## config.mk

```make
export PLATFORM = sky130hd
export DESIGN_NAME = rsa_exp_ctrl
export DESIGN_NICKNAME = d
export VERILOG_FILES = /design/src/rtl/rsa_pkg.sv /design/src/rtl/rsa_word_unpack.sv /design/src/rtl/rsa_exp_ctrl.sv
export SDC_FILE = /design/constraint.sdc
export NUM_CORES = 1
export LEC_CHECK = 0
export CAP_MARGIN = 0
export CORE_AREA = 2 2 255 257
export DETAILED_ROUTE_END_ITERATION = 6
export DIE_AREA = 0 0 257 259
export PLACE_DENSITY = 0.67
export SYNTH_ARGS = -nofsm -noshare
export SYNTH_HDL_FRONTEND = slang
export SYNTH_SLANG_ARGS = --single-unit
```

## constraint.sdc

```tcl
create_clock -name clk -period 2.5 [get_ports clk]
set_input_delay 0.5 -clock clk [delete_from_list [all_inputs] [get_ports clk]]
set_output_delay 0.5 -clock clk [all_outputs]
set_load 0.005 [all_outputs]
```

## src/rtl/rsa_pkg.sv

```systemverilog
// Shared constants and state encoding for the RSA exponentiation controller.
// Default widths match the 192-bit mont_exp engine and 32-bit host stream.
package rsa_pkg;

    localparam int RSA_WIDTH           = 192;
    localparam int RSA_WORD            = 32;
    localparam int RSA_NW              = RSA_WIDTH / RSA_WORD;
    localparam int RSA_TIMEOUT_DEFAULT = 65536;

    typedef enum logic [1:0] {
        LOAD  = 2'd0,
        ARM   = 2'd1,
        RUN   = 2'd2,
        DRAIN = 2'd3
    } rsa_ctrl_state_t;

endpackage

```

## src/rtl/rsa_word_unpack.sv

```systemverilog
// WIDTH->WORD selector: returns word idx_i of data_i, zero for out-of-range idx_i.
// Purely combinational; no handshake of its own.
module rsa_word_unpack
    import rsa_pkg::*;
#(
    parameter int WIDTH = RSA_WIDTH,
    parameter int WORD  = RSA_WORD,
    parameter int IW    = 4
) (
    input  logic [WIDTH-1:0] data_i,
    input  logic [IW-1:0]    idx_i,
    output logic [WORD-1:0]  word_o
);

    localparam int NW = WIDTH / WORD;

    always_comb begin
        word_o = '0;
        for (int i = 0; i < NW; i++) begin
            if (idx_i == IW'(i)) begin
                word_o = data_i[i*WORD +: WORD];
            end
        end
    end

endmodule

```

## src/rtl/rsa_exp_ctrl.sv

```systemverilog
// Stream-side controller for mont_exp: loads x/y word-serially, runs the engine, streams z out.
// Optional run watchdog enabled by defining RSA_CTRL_TIMEOUT_EN.
module rsa_exp_ctrl
    import rsa_pkg::*;
#(
    parameter int WIDTH   = RSA_WIDTH,
    parameter int WORD    = RSA_WORD,
    parameter int TIMEOUT = RSA_TIMEOUT_DEFAULT
) (
    input  logic             clk,
    input  logic             rst_n,
    input  logic             s_valid,
    output logic             s_ready,
    input  logic [WORD-1:0]  s_data,
    output logic             m_valid,
    input  logic             m_ready,
    output logic [WORD-1:0]  m_data,
    output logic [WIDTH-1:0] exp_x,
    output logic [WIDTH-1:0] exp_y,
    output logic             exp_start,
    input  logic [WIDTH-1:0] exp_z,
    input  logic             exp_done,
    output logic             busy,
    output logic             err
);

    localparam int NW  = WIDTH / WORD;
    localparam int WCW = $clog2(2 * NW);
    localparam logic [WCW-1:0] WC_NW       = WCW'(NW);
    localparam logic [WCW-1:0] WC_LAST_IN  = WCW'(2 * NW - 1);
    localparam logic [WCW-1:0] WC_LAST_OUT = WCW'(NW - 1);

    rsa_ctrl_state_t  state_q, state_d;
    logic [WCW-1:0]   wc_q, wc_d;
    logic [WIDTH-1:0] x_q, y_q;
    logic [WIDTH-1:0] zr_q, zr_d;
    logic             start_q, start_d;
    logic             load_fire;
    logic [WCW-1:0]   wc_lo;
    logic             tmo_hit;

    assign load_fire = (state_q == LOAD) && s_valid;
    assign wc_lo     = (wc_q < WC_NW) ? wc_q : (wc_q - WC_NW);

`ifdef RSA_CTRL_TIMEOUT_EN
    localparam int TW = $clog2(TIMEOUT + 1);
    logic [TW-1:0] tmo_q, tmo_d;
    logic          err_q, err_d;

    assign tmo_hit = (tmo_q == TW'(TIMEOUT - 1));

    // Counter is held at zero outside RUN, so it restarts on every RUN entry.
    always_comb begin
        tmo_d = '0;
        err_d = err_q;
        if (state_q == RUN) begin
            tmo_d = tmo_q + TW'(1);
            if (!exp_done && tmo_hit) begin
                err_d = 1'b1;
            end
        end
    end

    always_ff @(posedge clk or negedge rst_n) begin
        if (!rst_n) begin
            tmo_q <= '0;
            err_q <= 1'b0;
        end else begin
            tmo_q <= tmo_d;
            err_q <= err_d;
        end
    end

    assign err = err_q;
`else
    assign tmo_hit = 1'b0;
    assign err     = 1'b0;
`endif

    always_ff @(posedge clk or negedge rst_n) begin
        if (!rst_n) begin
            state_q <= LOAD;
            wc_q    <= '0;
            zr_q    <= '0;
            start_q <= 1'b0;
        end else begin
            state_q <= state_d;
            wc_q    <= wc_d;
            zr_q    <= zr_d;
            start_q <= start_d;
        end
    end

    // Operands are only written in LOAD, so they hold steady through ARM/RUN/DRAIN.
    always_ff @(posedge clk or negedge rst_n) begin
        if (!rst_n) begin
            x_q <= '0;
            y_q <= '0;
        end else if (load_fire) begin
            for (int i = 0; i < NW; i++) begin
                if (wc_lo == WCW'(i)) begin
                    if (wc_q < WC_NW) begin
                        x_q[i*WORD +: WORD] <= s_data;
                    end else begin
                        y_q[i*WORD +: WORD] <= s_data;
                    end
                end
            end
        end
    end

    always_comb begin
        state_d = state_q;
        wc_d    = wc_q;
        zr_d    = zr_q;
        start_d = start_q;
        case (state_q)
            LOAD: begin
                if (s_valid) begin
                    if (wc_q == WC_LAST_IN) begin
                        wc_d    = '0;
                        state_d = ARM;
                    end else begin
                        wc_d = wc_q + WCW'(1);
                    end
                end
            end
            // A done still high from the previous run must clear before restarting.
            ARM: begin
                if (!exp_done) begin
                    start_d = 1'b1;
                    state_d = RUN;
                end
            end
            RUN: begin
                if (exp_done) begin
                    zr_d    = exp_z;
                    start_d = 1'b0;
                    state_d = DRAIN;
                end else if (tmo_hit) begin
                    zr_d    = '0;
                    start_d = 1'b0;
                    state_d = DRAIN;
                end
            end
            DRAIN: begin
                if (m_ready) begin
                    if (wc_q == WC_LAST_OUT) begin
                        wc_d    = '0;
                        state_d = LOAD;
                    end else begin
                        wc_d = wc_q + WCW'(1);
                    end
                end
            end
            default: begin
                state_d = LOAD;
                wc_d    = '0;
                start_d = 1'b0;
            end
        endcase
    end

    rsa_word_unpack #(
        .WIDTH (WIDTH),
        .WORD  (WORD),
        .IW    (WCW)
    ) u_unpack (
        .data_i (zr_q),
        .idx_i  (wc_q),
        .word_o (m_data)
    );

    assign s_ready   = (state_q == LOAD);
    assign m_valid   = (state_q == DRAIN);
    assign busy      = (state_q != LOAD);
    assign exp_start = start_q;
    assign exp_x     = x_q;
    assign exp_y     = y_q;

endmodule

```

==> results.py, run 1 <==
metrics = {
    "sta": {
        "setup_viol": 32,
        "fmax_mhz": 330,
        "hold_ws_ns": 0.396,
        "rsz0062_at_grt": "yes",
        "max_slew.worst_pin.slew_ns": 0.781,
        "final.min_clock_period_ns": 3.03,
        "period_share_pct": 121,
        "clock_skew_ns": 0.0210,
        "worst_slack_ns": -0.530,
        "hold_viol": 0,
        "final_max_slew_viol_count": 0,
        "slew_headroom_pct": 47.8,
    },
    "worst_setup_path": {
        "critPathLaunchType": "flip-flop",
        "critPathMaxStageDelay_ns": 0.43,
        "crit_family": "buffers and inverters",
        "crit_slowest_cell": "dfrtp_1",
        "critPathKind": "flip-flop to output pin",
        "endpoint_kind": "output pin",
        "cp_cell_sequence": "buf_6, ha_4, buf_12, buf_12, buf_6, a221oi_2, nor2_1, a221o_1, buf_2",
        "cp_max_fo": 8,
        "critical_path_arrival_ns": 2.53,
        "path_buf_inv": 5,
        "critPathRequiredTime_ns": 2.00,
    },
    "route": {
        "route.detailed.drc": 0,
        "via_per_inst": 5.16,
        "postRouteAntennaNets": 0,
        "wl_um": 78100,
        "wl_per_cell_um": 24.1,
        "drt_iter0_drc": 906,
        "first_pass_iters": 5,
        "via_count": 16700,
    },
    "pwr": {
        "clkPwrFrac_pct": 22.5,
        "cellLeakagePower_nw": 15.3,
        "power_density_nw_per_um2": 1140,
        "internal_power_mw": 27.6,
        "p_seq_share_pct": 39.1,
        "total_power_mw": 39.7,
        "vdd_drop_max_mv": 0.642,
        "pwr-share-comb_pct": 38.4,
        "p_sw_share_pct": 30.6,
        "p_sw_mw": 12.1,
    },
    "clocking": {
        "clk_pin_slew_ns": 0.06,
        "cts_tree": "done",
        "cts_num_sinks": 583,
        "cts_root_buf": "clkbuf_16",
        "clock_latency_ns": 0.63,
        "clockBufferDepth": 3,
        "cts.htree.levels": 2,
        "cts_inserted_buffers": 61,
    },
    "floorplanning": {
        "coreArea_um2": 63900,
        "fp.dieW_um": 257,
        "rows": 93,
        "ios": 650,
        "die_area_um2": 66600,
        "die_y_um": 259,
        "initial_utilization_pct": 37.2,
    },
    "job": {
        "max_cap_violations": 0,
    },
    "placement": {
        "gp_congestion": 0.943,
        "port_buffers": 648,
        "placed_area_um2": 31900,
        "hpwlAfterDp_um": 54900,
    },
    "layout": {
        "final_cell_mix": "613 x clkdlybuf4s50_1, 583 x dfrtp_1, 535 x mux2_2, 61 x clkbuf_16, 52 x buf_4",
        "area_delta_synth_final_pct": 46.0,
        "final_util_pct": 54.4,
        "final_common_cell": "clkdlybuf4s50_1",
        "final_nets": 2565,
        "design_area_um2": 34700,
        "drive_gt1_share_pct": 36.3,
    },
    "grt": {
        "antenna_found_initial": 19,
        "grt_use_total_pct": 23.0,
        "grt_pass1_wl_um": 116000,
        "grt_max_degree": 71,
        "grt_pass1_vias": 18000,
        "grt.overflow.total": 0,
    },
    "run_status": {
        "status": "complete, but fails checks",
        "violations": "negative setup slack",
    },
    "yosys": {
        "syn_area_um2": 23800,
        "synth-async-reset-ratio_pct": 100,
        "yosysUniqueCellTypes": 36,
        "synth.avg_cell_area_um2": 14.6,
        "synth_edf_count": 0,
        "synth_seq_area_share_pct": 61.3,
        "synth_nets": 1869,
        "ys_ff_latch": 583,
        "ys.flop_type": "dfrtp_1",
        "yosysWarnings": 0,
        "syn-instance-count": 1631,
    },
    "min_path": {
        "worstHoldPathType": "primary input to asynchronous set/reset pin",
    },
}
-- cells by family (layout without fill, tap and decap cells) --
group | Yosys count | in the layout | share of synthesized area, %
compound gates | 175 | 175 | 4.97
fa+ha+maj | 9 | 9 | 0.473
buf+inv | 147 | 890 | 2.79
flops | 583 | 583 | 61.3
mux | 579 | 579 | 27.5
other cells | 1 | 15 | 0.0158
simple gates | 137 | 137 | 2.97
-- layout make-up --
class	instances	area, um2
fillers	5149	29100
flip-flops and latches	583	14600
clock inverters	17	148
multi-input cells	901	9020
diodes	14	35.0
clock buffers	93	1840
inverters	9	36.3
well taps	855	1070
repair buffers	771	8000
-- cell usage after synthesis (all sizes together) (2+ instances only) --
library cell  number  area share, %
ha                 9           0.47
a31oi              2          0.053
nand2b             2          0.053
mux2i              2           0.14
nor2              35           0.57
a221oi            32            1.2
nor3               6           0.27
inv                9           0.14
o21ai             69            1.5
nor3b              2           0.11
dfrtp            583             61
clkbuf            95            1.5
nor2b             38            1.0
buf               43            1.1
a221o             32            1.3
nand2             44           0.69
nand3              6           0.13
a21oi             34           0.72
mux2             577             27
-- power groups by stage --
stage                     sequential [mW]  combinational [mW]  clock (mW)
after floorplan                      14.9                5.99           0
after global placement               15.3                13.4           0
after detailed placement             15.4                13.7           0
after CTS                            15.4                15.2        9.10
after global routing                 15.9                16.2        9.49
final                                15.5                15.3        8.92
-- through the flow --
stage | TNS [ns] | worst slack, ns | cells
global route | -17.82 | -0.613 | 3242
CTS | -16.16 | -0.557 | 3233
detailed placement | -11.42 | -0.414 | 3088
floorplan | 0 | 0.0409 | 1631
global placement | -10.00 | -0.373 | 3088
finish | -14.67 | -0.530 | 3243
-- worst reg2reg max path, stage by stage (launching register included) --
cell and delay (ns):
dfrtp_1 0.56, buf_4 0.38, inv_2 0.11, nor4b_2 0.36, nor2b_4 0.29, buf_12 0.22
mux2_1 0.37
-- layer usage --
layer / up-vias / share of wire, % / global-route usage (%)
met2: 677 / 49 / 39.0
met4: 10 / 4.1 / 9.61
met5: - / 0.087 / 0
met1: 8624 / 40 / 28.0
met3: 182 / 6.5 / 5.81
li1: 7228 / - / -
-- flip-flops by register name, indices dropped and copies added, names as in the netlist --
register   cells
exp_x        192
exp_start      1
wc_q           4
zr_q         192
state_q        2
exp_y        192
-- path summary, 6_finish.rpt --
path / from / end / slack, ns / depth (start not counted)
setup / recovery: wc_q[0]$_DFFE_PN0P_ / m_data[26] / -0.53 / 9
hold / removal: rst_n / exp_x[68]$_DFFE_PN0P_ / 0.40 / 2
setup reg to reg: wc_q[3]$_DFFE_PN0P_ / exp_y[111]$_DFFE_PN0P_ / 0.11 / 6
hold reg to reg: exp_y[110]$_DFFE_PN0P_ / exp_y[110]$_DFFE_PN0P_ / 0.48 / 1
max in group asynchronous: rst_n / zr_q[61]$_DFFE_PN0P_ / 1.23 / 4
min in group clk: exp_y[110]$_DFFE_PN0P_ / exp_y[110]$_DFFE_PN0P_ / 0.48 / 1
-- timing repair --
action                                  in CTS  in global routing
endpoints found under the setup margin      34                 60
cloned                                       8                  0
buffers inserted                            28                  3
pin swaps                                   49                 30
resized for setup                          246                 30
hold buffers                                 1                  0
hold endpoints to repair                    44                  0
Note: power is estimated with default switching activity, not from simulation.
==> run 2, diff against run 1 <==
- REMOVE_ABC_BUFFERS: default -> 1
==> run 2 against run 1 <==
Compared with the run above: first-iteration DRC count decreased by 2.5%; clock skew increased by 0.0065 ns; sequential power about the same; utilization increased by 0.47 points; critical path depth decreased by 1; flip-flop and latch count unchanged; fmax increased by 0.25%; global-route usage increased by 1.8 points; combinational power about the same; die area unchanged; largest power group is now combinational cells; setup slack improved by 0.0075 ns; clock-buffer cell count increased by 1; the flow still finishes with violations (negative setup slack).
==> results.py, run 2 (same netlist as run 1, synthesis figures left out) <==
metrics = {
    "placement": {
        "placed_area_um2": 31900,
        "pre_cts_ws_ns": -0.519,
        "gp_congestion": 0.902,
        "hpwlAfterDp_um": 54900,
        "placed_cells": 3085,
        "port_buffers": 648,
    },
    "floorplanning": {
        "initial_utilization_pct": 37.2,
        "coreArea_um2": 63900,
        "die_y_um": 259,
        "fp.dieW_um": 257,
        "ios": 650,
        "rows": 93,
        "die_area_um2": 66600,
    },
    "grt": {
        "antenna_found_initial": 3,
        "grt.overflow.total": 0,
        "grt_pass1_vias": 18500,
        "grt_pass1_wl_um": 123000,
        "grt_use_total_pct": 24.8,
        "grt_max_degree": 74,
    },
    "sta": {
        "fin_tns_setup_ns": -14.80,
        "period_share_pct": 121,
        "fmax_mhz": 331,
        "slew_headroom_pct": 48.8,
        "max_slew.worst_pin.slew_ns": 0.768,
        "rsz0062_at_grt": "yes",
        "final.min_clock_period_ns": 3.02,
        "hold_viol": 0,
        "setup_viol": 32,
        "worst_slack_ns": -0.522,
        "clock_skew_ns": 0.0275,
        "hold_ws_ns": 0.484,
        "final_max_slew_viol_count": 0,
    },
    "layout": {
        "instances_no_fill": 3236,
        "final_util_pct": 54.8,
        "regArea_um2": 14600,
        "area_delta_synth_final_pct": 47.3,
        "final_common_cell": "clkdlybuf4s50_1",
        "final_nets": 2571,
        "design_area_um2": 35000,
        "final_cell_mix": "613 x clkdlybuf4s50_1, 582 x dfrtp_1, 535 x mux2_2, 68 x clkbuf_16, 52 x buf_4",
        "drive_gt1_share_pct": 36.8,
        "fill_cells": 5138,
        "multi_input_area_um2": 8990,
    },
    "clocking": {
        "cts_root_buf": "clkbuf_16",
        "clk_pin_slew_ns": 0.06,
        "cts_num_sinks": 583,
        "clock_latency_ns": 0.62,
        "clockBufferDepth": 3,
        "cts_tree": "done",
        "cts.htree.levels": 3,
        "cts_inserted_buffers": 66,
    },
    "job": {
        "max_cap_violations": 0,
    },
    "worst_setup_path": {
        "critPathKind": "flip-flop to output pin",
        "rrSetupSlack_ns": 0.23,
        "cpMostUsedCell": "buf_12",
        "path_buf_inv": 5,
        "critPathRequiredTime_ns": 2.00,
        "critPathMaxStageDelay_ns": 0.43,
        "endpoint_kind": "output pin",
        "ff2ff_path_depth": 10,
        "cp_cell_sequence": "buf_6, ha_4, buf_8, and3b_2, buf_12, buf_12, a221o_1, buf_2",
        "critical_path_arrival_ns": 2.52,
        "crit_slowest_cell": "dfrtp_1",
        "cp_max_fo": 8,
        "critPathLaunchType": "flip-flop",
        "crit_family": "buffers and inverters",
        "r2r_start": "wc_q[0]$_DFFE_PN0P_",
        "rr_endpoint": "state_q[1]$_DFFE_PN0P_",
    },
    "pwr": {
        "power_density_nw_per_um2": 1170,
        "total_power_mw": 40.9,
        "cellLeakagePower_nw": 15.5,
        "vdd_drop_max_mv": 0.646,
    },
    "min_path": {
        "worstHoldPathType": "flip-flop to flip-flop",
        "hp-start": "exp_y[119]$_DFFE_PN0P_",
        "hold_end": "exp_y[119]$_DFFE_PN0P_",
        "min_path_cells": 1,
    },
    "route": {
        "wl_um": 84000,
        "route.detailed.drc": 0,
        "postRouteAntennaNets": 0,
        "via_count": 16800,
        "via_per_inst": 5.21,
        "drt_iter0_drc": 883,
        "wl_per_cell_um": 26.0,
        "first_pass_iters": 5,
    },
    "run_status": {
        "status": "complete, but fails checks",
        "violations": "negative setup slack",
    },
}
run 2: per-layer routing:
metal / share of wire, % / global-route usage [%]
met5: 0.015 / 0
met4: 2.9 / 7.43
met2: 49 / 41.7
met3: 9.7 / 9.45
met1: 39 / 29.6
run 2: cell type report:
| cell class | count | area share (%) |
|---|---|---|
| Clock inverter | 21 | 0.889 |
| Inverter | 9 | 0.104 |
| Tap cell | 855 | 3.05 |
| Sequential cell | 583 | 41.6 |
| Timing Repair Buffer | 771 | 23.1 |
| Antenna cell | 1 | 0.00714 |
| Multi-Input combinational cell | 902 | 25.7 |
| Clock buffer | 94 | 5.50 |
run 2: how the worst max path moves through the flow:
stage                      startpoint             endpoint  slack [ns]  cells past startpoint
6_report          wc_q[0]$_DFFE_PN0P_            m_data[3]       -0.52                      8
5_1_grt           wc_q[0]$_DFFE_PN0P_           m_data[18]       -0.60                      9
4_1_cts           wc_q[0]$_DFFE_PN0P_           m_data[13]       -0.52                     10
3_5_place_dp      wc_q[0]$_DFFE_PN0P_           m_data[30]       -0.52                      7
3_3_place_gp      wc_q[0]$_DFFE_PN0P_           m_data[30]       -0.52                      7
2_1_floorplan  state_q[0]$_DFFE_PN0P_  zr_q[0]$_DFFE_PN0P_       -2.97                      4
run 2: what timing repair did:
action                                  4_1_cts  5_1_grt
gates cloned                                 10        1
hold buffers                                  1        0
endpoints found under the setup margin       34       33
pin swaps                                    43       25
hold endpoints to repair                     48        0
resized for setup                           217       37
setup buffers                                23        4
run 2: report_power, final:
| part | internal (mW) | switching, mW | leakage, nW |
|---|---|---|---|
| combinational | 9.24 | 6.33 | 6.90 |
| clock | 5.86 | 4.08 | 1.10 |
| sequential | 13.1 | 2.28 | 7.47 |
